<file path="src/rtl/dmem_arbiter_if.sv">
// Bundle of CPU, debug-stream and memory signals around the data-memory arbiter.
// slave is the arbiter's view; master is the surrounding pipeline/debug/memory.
interface dmem_arbiter_if #(
  parameter int unsigned AW = 8,
  parameter int unsigned DW = 16
);
  logic          cpu_re;
  logic          cpu_we;
  logic [AW-1:0] cpu_addr;
  logic [DW-1:0] cpu_wdata;
  logic [DW-1:0] cpu_rdata;
  logic          cpu_stall;
  logic          dbg_start;
  logic          dbg_dir;
  logic [AW-1:0] dbg_base;
  logic [AW-1:0] dbg_len;
  logic [DW-1:0] dbg_wdata;
  logic          dbg_wvalid;
  logic          dbg_wready;
  logic [DW-1:0] dbg_rdata;
  logic          dbg_rvalid;
  logic          dbg_busy;
  logic          dbg_done;
  logic [AW-1:0] mem_address;
  logic          mem_we;
  logic [DW-1:0] mem_data;
  logic [DW-1:0] mem_q;

  modport slave (
    input  cpu_re, cpu_we, cpu_addr, cpu_wdata,
    input  dbg_start, dbg_dir, dbg_base, dbg_len, dbg_wdata, dbg_wvalid,
    input  mem_q,
    output cpu_rdata, cpu_stall,
    output dbg_wready, dbg_rdata, dbg_rvalid, dbg_busy, dbg_done,
    output mem_address, mem_we, mem_data
  );

  modport master (
    output cpu_re, cpu_we, cpu_addr, cpu_wdata,
    output dbg_start, dbg_dir, dbg_base, dbg_len, dbg_wdata, dbg_wvalid,
    output mem_q,
    input  cpu_rdata, cpu_stall,
    input  dbg_wready, dbg_rdata, dbg_rvalid, dbg_busy, dbg_done,
    input  mem_address, mem_we, mem_data
  );
endinterface

</file>
<file path="src/rtl/dmem_arbiter.sv">
// Data-memory arbiter: CPU has priority, the debug fill/dump channel gets a
// forced slot after STARVE_LIMIT consecutive denials.
module dmem_arbiter #(
  parameter int unsigned AW           = 8,
  parameter int unsigned DW           = 16,
  parameter int unsigned STARVE_LIMIT = 4
) (
  input  logic           clock,
  input  logic           reset,
  dmem_arbiter_if.slave  bus
);
  localparam int unsigned SW = $clog2(STARVE_LIMIT + 1);

  typedef enum logic [1:0] {IDLE, FILL, DUMP, DONE} state_t;

  state_t        state;
  state_t        state_n;
  logic [AW-1:0] ptr;
  logic [AW-1:0] cnt;
  logic [SW-1:0] starve;
  logic [DW-1:0] rdata_q;
  logic          rvalid_q;
  logic          done_q;
  logic          busy_q;
  logic          cpu_req;
  logic          dbg_pend;
  logic          starve_force;
  logic          dbg_grant;

  // State register
  always_ff @(posedge clock) begin
    if (reset) state <= IDLE;
    else       state <= state_n;
  end

  // Next-state logic; dbg_start only matters in IDLE
  always_comb begin
    state_n = state;
    case (state)
      IDLE:       if (bus.dbg_start) state_n = bus.dbg_dir ? FILL : DUMP;
      FILL, DUMP: if (dbg_grant && (cnt == '0)) state_n = DONE;
      DONE:       state_n = IDLE;
      default:    state_n = IDLE;
    endcase
  end

  // Arbitration and memory mux
  always_comb begin
    cpu_req         = bus.cpu_re | bus.cpu_we;
    dbg_pend        = (state == DUMP) | ((state == FILL) & bus.dbg_wvalid);
    starve_force    = dbg_pend & (starve == SW'(STARVE_LIMIT));
    dbg_grant       = dbg_pend & (~cpu_req | starve_force);
    bus.cpu_stall   = cpu_req & dbg_grant;
    bus.dbg_wready  = dbg_grant & (state == FILL);
    bus.cpu_rdata   = bus.mem_q;
    bus.mem_address = bus.cpu_addr;
    bus.mem_we      = bus.cpu_we & ~reset;
    bus.mem_data    = bus.cpu_wdata;
    if (dbg_grant) begin
      bus.mem_address = ptr;
      bus.mem_we      = (state == FILL) & ~reset;
      bus.mem_data    = bus.dbg_wdata;
    end
  end

  // Transfer pointer/count, starve counter and registered stream outputs
  always_ff @(posedge clock) begin
    if (reset) begin
      ptr      <= '0;
      cnt      <= '0;
      starve   <= '0;
      rdata_q  <= '0;
      rvalid_q <= 1'b0;
      done_q   <= 1'b0;
      busy_q   <= 1'b0;
    end else begin
      rvalid_q <= dbg_grant & (state == DUMP);
      if (dbg_grant && (state == DUMP)) rdata_q <= bus.mem_q;
      done_q <= (state_n == DONE);
      busy_q <= (state_n != IDLE);
      if ((state == IDLE) && bus.dbg_start) begin
        ptr <= bus.dbg_base;
        cnt <= bus.dbg_len;
      end else if (dbg_grant) begin
        ptr <= ptr + AW'(1);
        if (cnt != '0) cnt <= cnt - AW'(1);
      end
      // A gap in the fill stream leaves dbg_pend low, so the count holds
      if (((state != FILL) && (state != DUMP)) || dbg_grant)
        starve <= '0;
      else if (dbg_pend && (starve != SW'(STARVE_LIMIT)))
        starve <= starve + SW'(1);
    end
  end

  assign bus.dbg_rdata  = rdata_q;
  assign bus.dbg_rvalid = rvalid_q;
  assign bus.dbg_done   = done_q;
  assign bus.dbg_busy   = busy_q;
endmodule

</file>
<file path="src/flat_wrapper.sv">
// flat-port wrapper written by rule: the top's interface ports become plain ports
module dmem_arbiter_flat 
#(
  parameter int unsigned AW           = 8,
  parameter int unsigned DW           = 16,
  parameter int unsigned STARVE_LIMIT = 4
)
  (clock, reset, bus_cpu_re, bus_cpu_we, bus_cpu_addr, bus_cpu_wdata, bus_dbg_start, bus_dbg_dir, bus_dbg_base, bus_dbg_len, bus_dbg_wdata, bus_dbg_wvalid, bus_mem_q, bus_cpu_rdata, bus_cpu_stall, bus_dbg_wready, bus_dbg_rdata, bus_dbg_rvalid, bus_dbg_busy, bus_dbg_done, bus_mem_address, bus_mem_we, bus_mem_data);
  dmem_arbiter_if #(.AW(AW), .DW(DW)) bus_i ();
  input  logic clock;
  input  logic reset;
  input wire logic [$bits(bus_i.cpu_re)-1:0] bus_cpu_re;
  input wire logic [$bits(bus_i.cpu_we)-1:0] bus_cpu_we;
  input wire logic [$bits(bus_i.cpu_addr)-1:0] bus_cpu_addr;
  input wire logic [$bits(bus_i.cpu_wdata)-1:0] bus_cpu_wdata;
  input wire logic [$bits(bus_i.dbg_start)-1:0] bus_dbg_start;
  input wire logic [$bits(bus_i.dbg_dir)-1:0] bus_dbg_dir;
  input wire logic [$bits(bus_i.dbg_base)-1:0] bus_dbg_base;
  input wire logic [$bits(bus_i.dbg_len)-1:0] bus_dbg_len;
  input wire logic [$bits(bus_i.dbg_wdata)-1:0] bus_dbg_wdata;
  input wire logic [$bits(bus_i.dbg_wvalid)-1:0] bus_dbg_wvalid;
  input wire logic [$bits(bus_i.mem_q)-1:0] bus_mem_q;
  output wire logic [$bits(bus_i.cpu_rdata)-1:0] bus_cpu_rdata;
  output wire logic [$bits(bus_i.cpu_stall)-1:0] bus_cpu_stall;
  output wire logic [$bits(bus_i.dbg_wready)-1:0] bus_dbg_wready;
  output wire logic [$bits(bus_i.dbg_rdata)-1:0] bus_dbg_rdata;
  output wire logic [$bits(bus_i.dbg_rvalid)-1:0] bus_dbg_rvalid;
  output wire logic [$bits(bus_i.dbg_busy)-1:0] bus_dbg_busy;
  output wire logic [$bits(bus_i.dbg_done)-1:0] bus_dbg_done;
  output wire logic [$bits(bus_i.mem_address)-1:0] bus_mem_address;
  output wire logic [$bits(bus_i.mem_we)-1:0] bus_mem_we;
  output wire logic [$bits(bus_i.mem_data)-1:0] bus_mem_data;
  assign bus_i.cpu_re = bus_cpu_re;
  assign bus_i.cpu_we = bus_cpu_we;
  assign bus_i.cpu_addr = bus_cpu_addr;
  assign bus_i.cpu_wdata = bus_cpu_wdata;
  assign bus_i.dbg_start = bus_dbg_start;
  assign bus_i.dbg_dir = bus_dbg_dir;
  assign bus_i.dbg_base = bus_dbg_base;
  assign bus_i.dbg_len = bus_dbg_len;
  assign bus_i.dbg_wdata = bus_dbg_wdata;
  assign bus_i.dbg_wvalid = bus_dbg_wvalid;
  assign bus_i.mem_q = bus_mem_q;
  assign bus_cpu_rdata = bus_i.cpu_rdata;
  assign bus_cpu_stall = bus_i.cpu_stall;
  assign bus_dbg_wready = bus_i.dbg_wready;
  assign bus_dbg_rdata = bus_i.dbg_rdata;
  assign bus_dbg_rvalid = bus_i.dbg_rvalid;
  assign bus_dbg_busy = bus_i.dbg_busy;
  assign bus_dbg_done = bus_i.dbg_done;
  assign bus_mem_address = bus_i.mem_address;
  assign bus_mem_we = bus_i.mem_we;
  assign bus_mem_data = bus_i.mem_data;
  dmem_arbiter #(.AW(AW), .DW(DW), .STARVE_LIMIT(STARVE_LIMIT)) u_core (.clock(clock), .reset(reset), .bus(bus_i));
endmodule
</file>
<file path="config.mk">
export PLATFORM = sky130hd
export DESIGN_NAME = dmem_arbiter_flat
export DESIGN_NICKNAME = d
export VERILOG_FILES = /design/src/rtl/dmem_arbiter_if.sv /design/src/rtl/dmem_arbiter.sv /design/src/flat_wrapper.sv
export SDC_FILE = /design/constraint.sdc
export NUM_CORES = 1
export LEC_CHECK = 0
export BUFFER_PORTS_ARGS = -buffer_cell sky130_fd_sc_hd__clkbuf_2
export CORE_UTILIZATION = 30
export DETAILED_ROUTE_END_ITERATION = 8
export SLEW_MARGIN = 20
export SYNTH_ARGS = -nofsm -noshare
export SYNTH_HDL_FRONTEND = slang
export SYNTH_SLANG_ARGS = --single-unit
</file>
<file path="constraint.sdc">
create_clock -name clock -period 2.3 [get_ports clock]
set_input_delay 0.23 -clock clock [delete_from_list [all_inputs] [get_ports clock]]
set_output_delay 0.23 -clock clock [all_outputs]
set_load 0.05 [all_outputs]
</file>
Yosys cells after proc, flatten, opt, wreduce, memory -nomap -nowiden
Cells that the tools add are included.

operators by class
  bitwise logic cells = 13
  $add $sub $neg = 3
  reductions and logical operators = 15
  mux-type cells = 12
  equality and inequality tests = 8

operator list
  cell                                                   count
  two-way mux 8 bit                                      6
  two-way mux 16 bit                                     1
  adder 8 x 1 -> 8 bit, second input constant            1
  AND 1 bit                                              8
  logical NOT 8 bit                                      1
  nonzero test 8 bit                                     1
  subtractor 8 x 1 -> 8 bit, second input constant       1
  equality test 2 bit, second input constant             3
  two-way mux 2 bit                                      3
  one-hot mux 2 bit (3 select lines)                     1
  nonzero test 2 bit                                     3
  logical AND 1 bit                                      5
  OR reduction 2 bit                                     2
  adder 3 x 1 -> 3 bit, second input constant            1
  equality test 3 bit, second input constant             1
  inequality test 3 bit, second input constant           1
  bitwise OR 1 bit                                       3
  equality test 2 x 1 -> 1 bit, second input constant    1
  logical NOT 2 bit                                      1
  inequality test 2 x 1 -> 1 bit, second input constant  1
  inequality test 2 bit, second input constant           1
  NOT 1 bit                                              2
  AND reduction 2 bit                                    1
  logical OR 1 bit                                       1
  two-way mux 1 bit                                      1

word-level totals
  input bits = 79
  word-level logic and storage cells = 59
  register bits after elaboration = 40

Longest topological paths before layout
  word-level depth = 10
  depth in mapped cells = 9
  mapped depth without buffers = 6

Worst setup path after synthesis
Ideal clock, no wire load.

  kind = reg2out
  from = register u_core.state[0]
  to = output port bus_mem_we
  arrival time = 2,156 ps
  slack = -86 ps
  stages on the path, launching flop included = 9
  cell sequence = dfxtp_1 > inv_1 > ha_1 > a21o_1 > clkbuf_1 > nand2_1 > clkbuf_1 > nand2_1 > a21oi_1

on the way
  cells in the longest elaborated chain, start to end = 7
  elaborated cells on any way between the ends = 9
  classes of those cells = eq/ne (2); mux (1); bitwise (6)

RTL lines
  element                       line                                    RTL
  start: declaration            dmem_arbiter.sv:16                      state_t state;
  start signal: assignment      dmem_arbiter.sv:33                      else state <= state_n;
  equality test 2 x 1 -> 1 bit  dmem_arbiter.sv:50, dmem_arbiter.sv:61
  AND 1 bit                     dmem_arbiter.sv:50                      dbg_pend = (state == DUMP) | ((state == FILL) & bus.dbg_wvalid);
  bitwise OR 1 bit              dmem_arbiter.sv:50
  AND 1 bit                     dmem_arbiter.sv:51                      starve_force = dbg_pend & (starve == SW'(STARVE_LIMIT));
  bitwise OR 1 bit              dmem_arbiter.sv:52                      dbg_grant = dbg_pend & (~cpu_req | starve_force);
  AND 1 bit                     dmem_arbiter.sv:52
  two-way mux 1 bit *           dmem_arbiter.sv:59                      if (dbg_grant) begin
  end: declaration              flat_wrapper.sv:31                      output wire logic [$bits(bus_i.mem_we)-1:0] bus_mem_we;

Mark *: on every way between the ends. The rest lies on a longest branch, timed or not.

Worst setup path after layout
  from = register u_core.state[0]
  to = output port bus_mem_data[3]

on the way
  cells in the longest elaborated chain, start to end = 7
  elaborated cells on any way between the ends = 8
  classes of those cells = eq/ne (2); mux (1); bitwise (5)

RTL lines
  element                       line                RTL
  equality test 2 x 1 -> 1 bit  dmem_arbiter.sv:50
  AND 1 bit                     dmem_arbiter.sv:50
  bitwise OR 1 bit *            dmem_arbiter.sv:50
  AND 1 bit                     dmem_arbiter.sv:51
  bitwise OR 1 bit              dmem_arbiter.sv:52
  AND 1 bit *                   dmem_arbiter.sv:52
  two-way mux 16 bit *          dmem_arbiter.sv:59
  end: declaration              flat_wrapper.sv:32  output wire logic [$bits(bus_i.mem_data)-1:0] bus_mem_data;

Marks and branches as above.

==> results.py <==
metrics = {
    "outcome": {
        "status": "complete, no violations",
    },
    "floorplanning": {
        "initial_core_util_pct": 31.6,
        "fp-row-count": 31,
        "core_area_um2": 7370,
        "die_h_um": 90.1,
        "die_area_um2": 8110,
        "num_io_pins": 141,
        "die_w_um": 90.1,
    },
    "placed_design": {
        "place_area_um2": 3060,
        "dp.cells": 542,
        "place_ws_ns": 0.173,
        "portBuffers": 140,
        "gp_congestion": 0.802,
        "place_hpwl_mm": 4.86,
    },
    "setup_path": {
        "worst-path-max-fanout": 28,
        "slowest_delay_ns": 0.33,
        "required_ns": 2.07,
        "worst-path-buf-inv": 3,
        "path_cells": "inv_1 > ha_1 > a21o_1 > nand2_1 > buf_6 > nand2_1 > nand2_1 > clkbuf_2",
        "cp_common_cell": "nand2_1",
        "crit_arrival_ns": 1.93,
        "cp_slowest_cell": "dfxtp_1",
        "end_kind": "output pin",
        "criticalPathCategory": "flop to output pin",
        "r2r_slack_ns": 0.22,
        "path_delay_family": "buffers and inverters",
        "cp-start-kind": "flop",
    },
    "clocking": {
        "clockBufferDepth": 2,
        "root_buffer": "clkbuf_8",
        "worstSkewPairLatency_ns": 0.29,
        "cts_sinks": 40,
        "cts_buffers": 5,
        "clk_pin_slew_ns": 0.07,
        "h-tree-depth": 2,
        "post-cts-setup-buffer-count": 0,
        "cts_tree": "done",
    },
    "global_route": {
        "grt_pass1_wl_mm": 10.2,
        "grt_remaining_overflow": 0,
        "grtUsageTotal_pct": 15.4,
        "grt_pass1_vias": 2310,
        "antenna_found_initial": 0,
        "grt_start_max_net_pins": 32,
    },
    "timing": {
        "hold_violations": 0,
        "whs_ns": 0.179,
        "relSlewSlack_pct": 48.3,
        "clock.fmax_ghz": 0.462,
        "slew_violations": 0,
        "finalCritPeriodShare_pct": 94.0,
        "setup_ws_ns": 0.138,
        "layout_min_cycle_time_ns": 2.16,
        "worstMarginPinSlew_ns": 0.775,
        "clock_skew_ns": 0.00754,
        "finalSetupViolations": 0,
        "rsz0062_at_grt": "no",
        "tns_ns": 0,
    },
    "synthesis": {
        "synth_xor_xnor_area_share_pct": 3.39,
        "synth-edff-count": 0,
        "ys.flop_type": "dfxtp_1",
        "yosys.area.top_type_share_pct": 34.4,
        "synth_top_cell_by_area": "dfxtp_1",
        "syn_nets": 418,
        "yosys.area_share.adder_pct": 4.84,
        "synth_seq_cells": 40,
        "synth_area_leaders": "dfxtp_1, nand2_1, a21oi_1, buf_4, ha_1",
        "synthMuxAreaShare_pct": 0.430,
        "netlist_area_um2": 2330,
        "syn_area_per_cell_um2": 7.05,
        "async_flop_share_pct": 0,
        "synth_top_family_by_area": "simple AND/OR/NAND/NOR gates",
        "yosysWarningCount": 0,
        "yosysUniqueCellTypes": 41,
        "netlist_instances": 330,
        "yosysSeqAreaShare_pct": 34.4,
        "synth_compound_area_share_pct": 15.3,
        "synth-simple-area-share_pct": 32.1,
    },
    "routing": {
        "drt-pass1-iter-count": 4,
        "wirelength_mm": 6.16,
        "wl_per_cell_um": 11.2,
        "vias": 2563,
        "drtIter0Drc": 50,
        "drc_errors": 0,
        "viasPerCell": 4.67,
        "drtAntennaViolNets": 0,
    },
    "cells_and_area": {
        "fin_nets": 538,
        "mostFrequentLayoutCells": "clkbuf_2, nand2_1, dfxtp_1",
        "fillers": 798,
        "final_cell_area_um2": 3160,
        "layout.cells.non_filler": 549,
        "syn2layout_area_growth_pct": 35.7,
        "n_antenna_cell": 0,
        "post-route-util_pct": 42.9,
        "drive_gt1_share_pct": 35.6,
        "final_common_cell": "clkbuf_2",
    },
    "hold_path": {
        "worstHoldPathType": "primary input to flop",
    },
    "pwr": {
        "pwr_density_cell_nw_per_um2": 554,
        "p_total_mw": 1.75,
        "vdd_drop_max_uv": 186,
        "p_leak_nw": 1.51,
    },
    "run": {
        "cap_violations": 0,
    },
}
tightest hold or removal path: stages:
cell and delay (ns):
clkbuf_2 0.09, nand2_1 0.05, a21oi_1 0.05
sequential cells by signal, indices dropped and copies added (netlist names):
signal                 count
u_core.starve              3
u_core.bus.dbg_done        1
u_core.bus.dbg_rvalid      1
u_core.cnt                 8
u_core.bus.dbg_busy        1
u_core.state               2
u_core.bus.dbg_rdata      16
u_core.ptr                 8
synth_stat cells, types with 2 or more instances:
cell	number
inv_1	8
xor2_1	3
buf_4	16
a21oi_1	26
nand3_1	9
o211ai_1	2
ha_1	9
o21ai_0	4
nand2_1	117
or4_1	3
dfxtp_1	40
nor2_1	25
a311oi_1	7
a211oi_1	9
xnor2_1	6
nand2b_1	2
nor3_1	2
or3_1	4
clkbuf_1	16
final timing paths:
kind	endpoint	cells after the start	start
setup reg to reg	u_core.ptr[7]$_SDFFE_PP0P_	6	u_core.state[0]$_SDFF_PP0_
setup / recovery	bus_mem_data[3]	8	u_core.state[0]$_SDFF_PP0_
hold / removal	u_core.bus.dbg_rdata[3]$_SDFFE_PP0P_	3	bus_mem_q[3]
hold reg to reg	u_core.bus.dbg_rdata[10]$_SDFFE_PP0P_	2	u_core.bus.dbg_rdata[10]$_SDFFE_PP0P_
per-layer routing:
layer	global-route usage (%)	vias to the layer above	wire [um]
li1	-	1334	-
met5	0	-	0
met4	4.57	0	44
met3	3.55	4	481
met1	18.5	1094	2850
met2	27.0	131	2780
cell families (layout without fill, tap and decap cells):
family | after synthesis | count (layout)
and+or+nand+nor | 174 | 174
AOI/OAI and AO/OA | 56 | 56
buffers and inverters | 41 | 161
DFF | 40 | 40
adders and majority gates | 9 | 9
xor gates and xnor gates | 9 | 9
muxes | 1 | 1
power breakdown:
part           leakage [nW]  switching, mW  total (mW)  internal [mW]
Clock                0.0410          0.227       0.433          0.206
Sequential            0.327         0.0347       0.764          0.729
Combinational          1.15          0.374       0.554          0.180
cell type report:
class | count | area, um^2 | area share [%]
clock buffer | 6 | 72.6 | 2.30
inverter | 8 | 30.0 | 0.951
clock inverter | 1 | 5.00 | 0.158
multi-input combinational | 249 | 1320 | 41.9
timing repair buffer | 146 | 802 | 25.4
tap | 99 | 124 | 3.92
sequential | 40 | 801 | 25.4
timing repair:
item,CTS,global route
hold buffers,0,0
cloned,0,0
endpoints found under the setup margin,24,25
resized for setup,2,8
Note: power is estimated with default switching activity, not from simulation.
